--- src/rtl/rate_controller.sv ---
// rate_controller: programmable tick / clock divider with free-run, single-step and deferred divide loading.
//   clock_in  : system clock, all logic on its rising edge
//   reset_n   : synchronous active-low reset
//   div_value : new divide value, captured when div_load=1
//   div_load  : single-cycle request to load div_value
//   div_ack   : one-cycle pulse when the pending value is committed
//   run       : level, continuous ticking while high
//   step      : single-cycle request for one period and one tick
//   tick      : one-cycle enable pulse per period
//   clock_out : square wave toggling on every tick
//   busy      : high whenever state is not IDLE
//   state     : IDLE=00, RUN=01, STEP=10, LOAD=11
module rate_controller #(
   parameter int CNT_W = 32,
   parameter int unsigned DEFAULT_DIV = 5_000_000
)(
   input  logic             clock_in,
   input  logic             reset_n,
   input  logic [CNT_W-1:0] div_value,
   input  logic             div_load,
   output logic             div_ack,
   input  logic             run,
   input  logic             step,
   output logic             tick,
   output logic             clock_out,
   output logic             busy,
   output logic [1:0]       state
);
   typedef enum logic [1:0] {IDLE = 2'b00, RUN = 2'b01, STEP = 2'b10, LOAD = 2'b11} state_t;
   state_t cur, nxt;
   logic [CNT_W-1:0] cnt, cnt_nxt, div_reg, pending_val, eff_div;
   logic pending_load, counting, at_end, boundary;
   // a zero divide behaves as divide-by-one
   assign eff_div  = (div_reg == '0) ? CNT_W'(1) : div_reg;
   assign at_end   = cnt == eff_div - CNT_W'(1);
   // dropping run ends RUN immediately, so that cycle never counts or ticks
   assign counting = (cur == RUN && run) || cur == STEP;
   assign boundary = counting && at_end;
   assign cnt_nxt  = (counting && !at_end) ? cnt + CNT_W'(1) : '0;
   assign busy     = cur != IDLE;
   assign state    = cur;
   always_comb begin
      nxt = cur;
      case (cur)
         IDLE:    nxt = pending_load ? LOAD : step ? STEP : run ? RUN : IDLE;
         RUN:     nxt = !run ? IDLE : (boundary && pending_load) ? LOAD : RUN;
         STEP:    nxt = boundary ? (pending_load ? LOAD : IDLE) : STEP;
         default: nxt = run ? RUN : IDLE;
      endcase
   end
   always_ff @(posedge clock_in) begin
      if (!reset_n) begin
         cur          <= IDLE;
         cnt          <= '0;
         div_reg      <= CNT_W'(DEFAULT_DIV);
         pending_load <= 1'b0;
         pending_val  <= '0;
         tick         <= 1'b0;
         clock_out    <= 1'b0;
         div_ack      <= 1'b0;
      end else begin
         cur       <= nxt;
         cnt       <= cnt_nxt;
         tick      <= boundary;
         clock_out <= clock_out ^ boundary;
         div_ack   <= cur == LOAD;
         if (cur == LOAD) div_reg <= pending_val;
         // a request arriving during the commit cycle becomes the next pending load
         if (div_load) begin
            pending_val  <= div_value;
            pending_load <= 1'b1;
         end else if (cur == LOAD) begin
            pending_load <= 1'b0;
         end
      end
   end
endmodule
--- config.mk ---
export PLATFORM = sky130hd
export DESIGN_NAME = rate_controller
export DESIGN_NICKNAME = d
export VERILOG_FILES = /design/src/rtl/rate_controller.sv
export SDC_FILE = /design/constraint.sdc
export NUM_CORES = 1
export LEC_CHECK = 0
export CORE_MARGIN = 2
export CORE_UTILIZATION = 60
export CTS_CLUSTER_DIAMETER = 200
export DETAILED_ROUTE_END_ITERATION = 8
export GPL_ROUTABILITY_DRIVEN = 0
export PLACE_DENSITY = 0.93
export SYNTH_ARGS = -nofsm -noshare
export SYNTH_HDL_FRONTEND = slang
export SYNTH_SLANG_ARGS = --single-unit
--- constraint.sdc ---
create_clock -name clock_in -period 9.67 [get_ports clock_in]
set_input_delay 1.934 -clock clock_in [delete_from_list [all_inputs] [get_ports clock_in]]
set_output_delay 1.934 -clock clock_in [all_outputs]
set_load 0.02 [all_outputs]
* After elaboration in Yosys (flattened, before gate mapping)
Cells that the tools add are included.
** Operators by class
- $add $sub $neg :: 2
- Equal/unequal tests :: 4
- Bitwise operators :: 1
- Reductions and logical operators :: 11
- Muxes and demuxes :: 11
** Operators by type and width (count)
- $add 32x1->32 const B :: 1
- $eq 32x32->1 :: 1
- $logic_not 32->1 :: 1
- $mux 32 :: 1
- $sub 32x1->32 const B :: 1
- $mux 2 :: 6
- $pmux 2 s3 :: 1
- $eq 2x2->1 const B :: 2
- $logic_and 1x1->1 :: 4
- $reduce_bool 2->1 :: 2
- $mux 1 :: 3
- $eq 2x1->1 const B :: 1
- $logic_not 2->1 :: 1
- $reduce_and 2->1 :: 1
- $logic_not 1->1 :: 1
- $logic_or 1x1->1 :: 1
- $xor 1x1->1 :: 1
** Storage, ports and cells
- Bits of input ports :: 37
- Output and inout port bits :: 6
- Register bits :: 102

* Depth between registers and ports, before layout
Gate-level depths: netlist of run 1.
- Depth in word-level cells :: 9
- Depth in mapped cells :: 15
- Mapped depth without buffers :: 13

* Worst setup path after synthesis of run 1
OpenSTA, ideal clock, no wires.
- Kind :: register to register
- Start :: reg div_reg[18]
- End :: reg cnt[11]
- Arrival :: 3.598 ns
- Setup time :: 0.115 ns
- Setup slack :: 5.957 ns
- Data required time :: 9.555 ns
- Buffers on the path :: 2
- Clock period less this slack :: 3.713 ns
- Stages on the path, launching flop included :: 16
- Cell sequence :: dfxtp_1 -> clkbuf_1 -> nor3_1 -> and4_1 -> a31oi_1 -> ha_1 -> or4b_2 -> nor4_1 -> xnor2_1 -> o2111ai_1 -> nor4_1 -> nand4b_1 -> nor4_4 -> nand3b_4 -> buf_6 -> nor2_1
** On the way
- Cells in the longest elaborated chain, start to end :: 7
** Ends and longest elaborated chain
- start, declared :: RTL line 31 : logic [CNT_W-1:0] cnt, cnt_nxt, div_reg, pending_val, eff_div;
- start signal, assigned :: RTL line 55 : div_reg <= CNT_W'(DEFAULT_DIV);
- start signal, assigned :: RTL line 67 : if (cur == LOAD) div_reg <= pending_val;
- $logic_not 32->1 :: RTL line 34 : assign eff_div = (div_reg == '0) ? CNT_W'(1) : div_reg;
- $mux 32 * :: RTL line 34
- $sub 32x1->32 * :: RTL line 35 : assign at_end = cnt == eff_div - CNT_W'(1);
- $eq 32x32->1 * :: RTL line 35
- $logic_not 1->1 * :: RTL line 39 : assign cnt_nxt = (counting && !at_end) ? cnt + CNT_W'(1) : '0;
- $logic_and 1x1->1 * :: RTL line 39
- $reduce_and 2->1 (no line) *
- end signal, assigned :: RTL line 63 : cnt <= cnt_nxt;
- end, declared :: RTL line 31
Every way passes the cells marked *; elsewhere a longest branch is shown, timed or not.
A chain may end at the register's enable or synchronous reset.

* Worst setup path after layout of run 1
- Start :: reg div_reg[5]
- End :: reg cnt[2]
Same word-level chain as after synthesis.

==> results.cfg, run 1 <==
[outcome]
result_of_the_run = completed

[sta]
final_slew_violations = 0
setup_viol = 0
tcrit_tclk_final_pct = 44.86
setup_skew_ns = 0.01714
setup_repair_after_global_routing_missed_its_margin = false
slew_headroom_pct = 36.19
final.setup.tns_ns = 0
worst_setup_margin_ns = 5.332
hold_violations = 0
hold-worst-slack_ns = 0.4790
tightest_slew_ns = 0.9571
maxClockFrequency_mhz = 230.5
finalCriticalPeriod_ns = 4.338

[clock_network]
clk-insertion-delay-late_ns = 0.38
cts.root.buffer_cell = clkbuf_8
tritoncts = yes
cts.hold.buffers_added = 0
numClockSinks = 102
cts_post_setup_buffers_inserted = 0
cts_repair_resize_count = 0
clock_tree.buffer_depth = 2
h-tree-depth = 3
cts.reportedPaths.clkPinSlew_ns = 0.11
tritoncts.num_buffers = 9

[worst_setup_path]
cp_common_cell = nor4_1
timing.critical_path.cells = nor3_2 -> and4_1 -> a31oi_1 -> ha_1 -> or4b_2 -> nor4_1 -> xnor2_1 -> o2111ai_1 -> nor4_1 -> nand4b_1 -> nor4_4 -> nand3b_4 -> nor2_1
required_ns = 9.92
crit_arrival_ns = 4.59
critPathSlowestCell = or4b_2
worst_r2r_startpoint = div_reg[5]
timing.critical_path.from = div_reg[5]
startpoint_type = register
number_of_cells_on_the_critical_path = 13
timing.critical_path.buf_inv = 0
timing_worst_setup_path_type = register to register
crit_fanout = 32
r2r.worst_path.cells = 13
crit-reg2reg-capture = cnt[2]
delay_heaviest_family_cp = simple AND/OR/NAND/NOR gates
setup.worst_path.end_class = register
worst_setup_slack_for_register_to_register_paths_ns = 5.33
setup.worst_path.end = cnt[2]
slowest_delay_ns = 0.60

[layout]
mostFrequentLayoutCell = dfxtp_1
most-common-layout-cells = dfxtp_1 (102), nor2_1 (56), clkdlybuf4s50_1 (41), nor2b_1 (39), mux2i_1 (36)
final-instance-count-excl-fill = 683
finish.net_count = 612
layout-drive-gt1-share_pct = 5.536
diodes = 0
area_growth_syn_to_layout_pct = 12.35

[placed_design]
place_ws_ns = 5.425
detailedPlacementHpwl_um = 8575
post-place-cells = 667
count_of_input_and_output_buffers = 42

[yosys]
flop_and_latch_count_out_of_synthesis = 102
synth_cells = 543
synth_net_count = 582
edff_count_synth = 0
synthFlopType = dfxtp_1
synth_area_sq_um = 5066
synth_seq_area_share_pct = 40.31
ys_types = 60
synth-async-reset-ratio_pct = 0
yosys_warnings = 0
post_synth.cell_area_avg_sq_um = 9.330

[grt]
gr-usage-met3_pct = 5.247
grt_pass1_wl_um = 20070
grt_pass1_vias = 4115
antenna_violations_before_repair = 0
gr-total-overflow = 0
grt_busiest_layer = met2
grt_start_max_net_pins = 43
track_usage_pct = 28.11
grt.met2_usage_pct = 44.52
grt.met1_usage_pct = 36.96

[route]
drc = 0
vias = 4273
ant_nets = 0
detail_route.first_pass.iterations = 5
first_iter_violations = 503
route.detailed.vias_per_inst = 6.256
drt_wirelength_um = 11950
wl_per_cell_um = 17.49

[floorplanning]
floorplan.core_area_sq_um = 8217
num_io_pins = 43
fp.dieH_um = 95.89
initial_core_util_pct = 61.66
die_wd_um = 95.89
design.die.area_sq_um = 9195
core.rowCount = 33

[power_and_ir_drop]
post-layout-total-power_uw = 810.4
power.static_leakage_nw = 2.069
power.density_nw_per_um2 = 142.4
max-vdd-ir-drop_mv = 0.1315

[worst_hold_path]
hp_class = register to register
hold-path-cell-count = 1

[flow_run]
max_cap_violations = 0
==> metrics by stage <==
stage	utilization [%]	area, sq um
final	69.27	5692
after global routing	69.27	5692
after CTS	69.27	5692
after detailed placement	67.02	5507
after global placement	67.02	5507
after floorplan	-	5066
==> power by group <==
part           internal, mW  total [mW]  switching, mW
registers             0.435       0.454         0.0194
logic                0.0465      0.0949         0.0484
clock network         0.101       0.261          0.160
==> worst min-delay path by stage <==
stage,startpoint,slack [ns],to
after detailed placement,pending_val[29],0.46,div_reg[29]
final,pending_val[15],0.48,div_reg[15]
after global routing,pending_val[24],0.50,div_reg[24]
after floorplan,pending_val[1],0.42,div_reg[1]
after global placement,pending_val[24],0.45,div_reg[24]
after CTS,pending_val[15],0.48,div_reg[15]
==> cells by family (layout without fill, tap and decap cells) <==
family,count (synthesis),count (layout),synth area share (%)
adder cells (fa/ha/maj),2,2,0.4939
multiplexers,36,36,7.113
XOR/XNOR,66,66,11.41
buffers and inverters,32,67,2.840
AO/OA/AOI/OAI,75,75,11.44
flip-flops,102,102,40.31
AND/OR/NAND/NOR,230,230,26.40
==> cell usage after synthesis, drive strengths merged (3+ instances only) <==
cell      n  area (sq um)
dfxtp   102          2042
nor2     56         210.2
nor2b    39         244.0
mux2i    36         360.4
xnor2    33         289.0
xor2     33         289.0
a22o     24         210.2
nand2    23         86.33
clkbuf   19         71.32
nand3    17         85.08
nor3     17         111.4
nor4     13         108.9
nand4    11         68.82
and3     10         62.56
o21ai    10         50.04
o22a      8         70.07
and4      7         61.31
inv       7         26.28
a21oi     6         30.03
or3       6         37.54
a211oi    5         37.54
buf       5         42.53
a31oi     4         25.02
nand3b    4         42.54
or4       4         33.78
and2      3         18.77
nand2b    3         18.77
nand4b    3         26.28
nor4b     3         26.28
or2       3         18.77
or4b      3         30.03
==> layout make-up <==
cell class | instances | area, sq um
clock buffer | 10 | 127.6
clock inverter | 6 | 57.56
fill | 581 | 2525
inverter | 8 | 30.03
multi-input combinational | 409 | 2880
sequential | 102 | 2042
tap | 105 | 131.4
timing repair buffer | 43 | 422.9
==> routing by layer <==
layer	wire length, um	vias up
li1	-	2014
met1	5098	1995
met2	5460	212
met3	930	52
met4	456	0
met5	0	-
Note: power is estimated with default switching activity, not from simulation.
==> inputs of run 2 (changes only) <==
--- a/config.mk
+++ b/config.mk
@@ -6,11 +6,11 @@
 export NUM_CORES = 1
 export LEC_CHECK = 0
 export CORE_MARGIN = 2
-export CORE_UTILIZATION = 60
+export CORE_UTILIZATION = 58
 export CTS_CLUSTER_DIAMETER = 200
 export DETAILED_ROUTE_END_ITERATION = 8
 export GPL_ROUTABILITY_DRIVEN = 0
-export PLACE_DENSITY = 0.93
+export PLACE_DENSITY = 0.91
 export SYNTH_ARGS = -nofsm -noshare
 export SYNTH_HDL_FRONTEND = slang
 export SYNTH_SLANG_ARGS = --single-unit
==> constraint.sdc (replaced) <==
create_clock -name clock_in -period 4.5 [get_ports clock_in]
set_input_delay 0.9 -clock clock_in [delete_from_list [all_inputs] [get_ports clock_in]]
set_output_delay 0.9 -clock clock_in [all_outputs]
set_load 0.02 [all_outputs]
==> results.cfg, run 2 (same netlist as run 1, synthesis figures left out) <==
[grt]
gr-total-overflow = 0
track_usage_pct = 25.32
grt_pass1_vias = 4111
antenna_violations_before_repair = 0
grt_pass1_wl_um = 19660
grt_start_max_net_pins = 42

[power_and_ir_drop]
max-vdd-ir-drop_mv = 0.2233
power.static_leakage_nw = 2.098
post-layout-total-power_mw = 1.747
power.density_nw_per_um2 = 303.9

[worst_setup_path]
required_ns = 4.76
crit_arrival_ns = 4.42
timing_worst_setup_path_type = register to register
worst_setup_slack_for_register_to_register_paths_ns = 0.34
startpoint_type = register
crit_fanout = 16
setup.worst_path.end_class = register

[floorplanning]
die_wd_um = 97.46
floorplan.core_area_sq_um = 8593
initial_core_util_pct = 58.95
core.rowCount = 34
fp.dieH_um = 97.46
num_io_pins = 43
design.die.area_sq_um = 9498

[sta]
hold_violations = 0
final_slew_violations = 0
tcrit_tclk_final_pct = 92.44
slew_headroom_pct = 35.53
setup_viol = 0
setup_repair_after_global_routing_missed_its_margin = false
final.setup.tns_ns = 0
maxClockFrequency_mhz = 240.4
tightest_slew_ns = 0.9671
worst_setup_margin_ns = 0.3403
finalCriticalPeriod_ns = 4.160
setup_skew_ns = 0.01678

[layout]
finish.net_count = 617
diodes = 0
final-instance-count-excl-fill = 691
multi_input_area_sq_um = 2892
ff_latch_area_sq_um = 2042
area_growth_syn_to_layout_pct = 13.46
most-common-layout-cells = dfxtp_1 (102), nor2_1 (56), clkdlybuf4s50_1 (41), nor2b_1 (39), mux2i_1 (36)
layout-drive-gt1-share_pct = 6.518
mostFrequentLayoutCell = dfxtp_1
n_fill_cell = 641

[route]
vias = 4365
ant_nets = 0
detail_route.first_pass.iterations = 5
route.detailed.vias_per_inst = 6.317
first_iter_violations = 460
drt_wirelength_um = 11900
drc = 0
wl_per_cell_um = 17.22

[placed_design]
count_of_input_and_output_buffers = 42
detailedPlacementHpwl_um = 8504
post-place-cells = 673
place_ws_ns = 0.2825

[clock_network]
h-tree-depth = 3
tritoncts = yes
numClockSinks = 102
clk-insertion-delay-late_ns = 0.39
clock_tree.buffer_depth = 2
cts_repair_resize_count = 0
tritoncts.num_buffers = 9
cts.root.buffer_cell = clkbuf_8
cts.reportedPaths.clkPinSlew_ns = 0.11

[worst_hold_path]
hp_class = register to register

[outcome]
result_of_the_run = completed

[flow_run]
max_cap_violations = 0
## run 2: cell type report
class / count / share of cell area [%]
clock buffers: 9 / 2.155
clock inverters: 7 / 1.263
inverters: 8 / 0.5224
multi-input cells: 410 / 50.30
flip-flops and latches: 102 / 35.52
well taps: 108 / 2.351
repair buffers: 47 / 7.880
## run 2: worst paths after layout
check / end / cells after the start / startpoint
hold / removal: div_reg[31] / 1 / pending_val[31]
setup reg to reg: cnt[30] / 13 / div_reg[18]
setup / recovery: cnt[30] / 13 / div_reg[18]
hold reg to reg: div_reg[31] / 1 / pending_val[31]
## run 2: where the power goes
part | internal, mW | leakage [nW] | switching [mW]
combinational | 0.103 | 1.17 | 0.108
clock | 0.219 | 0.102 | 0.342
sequential | 0.935 | 0.830 | 0.0396
total | 1.26 | 2.10 | 0.490
## run 2: layer usage
layer / track usage [%] / share of wire, % / vias up
met2: 40.48 / 47 / 208
li1: - / - / 2033
met5: 0 / 0 / -
met4: 12.50 / 4.1 / 0
met3: 3.741 / 5.9 / 57
met1: 33.56 / 43 / 2067
## run 2: metrics by stage
stage	util [%]	instance area, sq um	hold WS, ns
floorplan	-	5066	0.4244
global placement	64.39	5533	0.4515
detailed placement	64.39	5533	0.4505
CTS	66.67	5729	0.4807
global route	66.89	5748	0.5047
finish	66.89	5748	0.4852
## run 2: timing repair
item / 4_1_cts / 5_1_grt
setup buffers: 0 / 1
endpoints found under the setup margin: 0 / 32
hold buffers: 0 / 0
## run 2: critical path, stage by stage (launching register included)
cell	delay [ns]
dfxtp_1	0.55
nor3_1	0.13
and4_1	0.23
a31oi_1	0.32
ha_1	0.30
or4b_2	0.60
nor4_1	0.29
xnor2_1	0.17
o2111ai_1	0.13
nor4_1	0.30
nand4b_1	0.22
nor4_4	0.30
nand3b_2	0.41
nor2_1	0.10
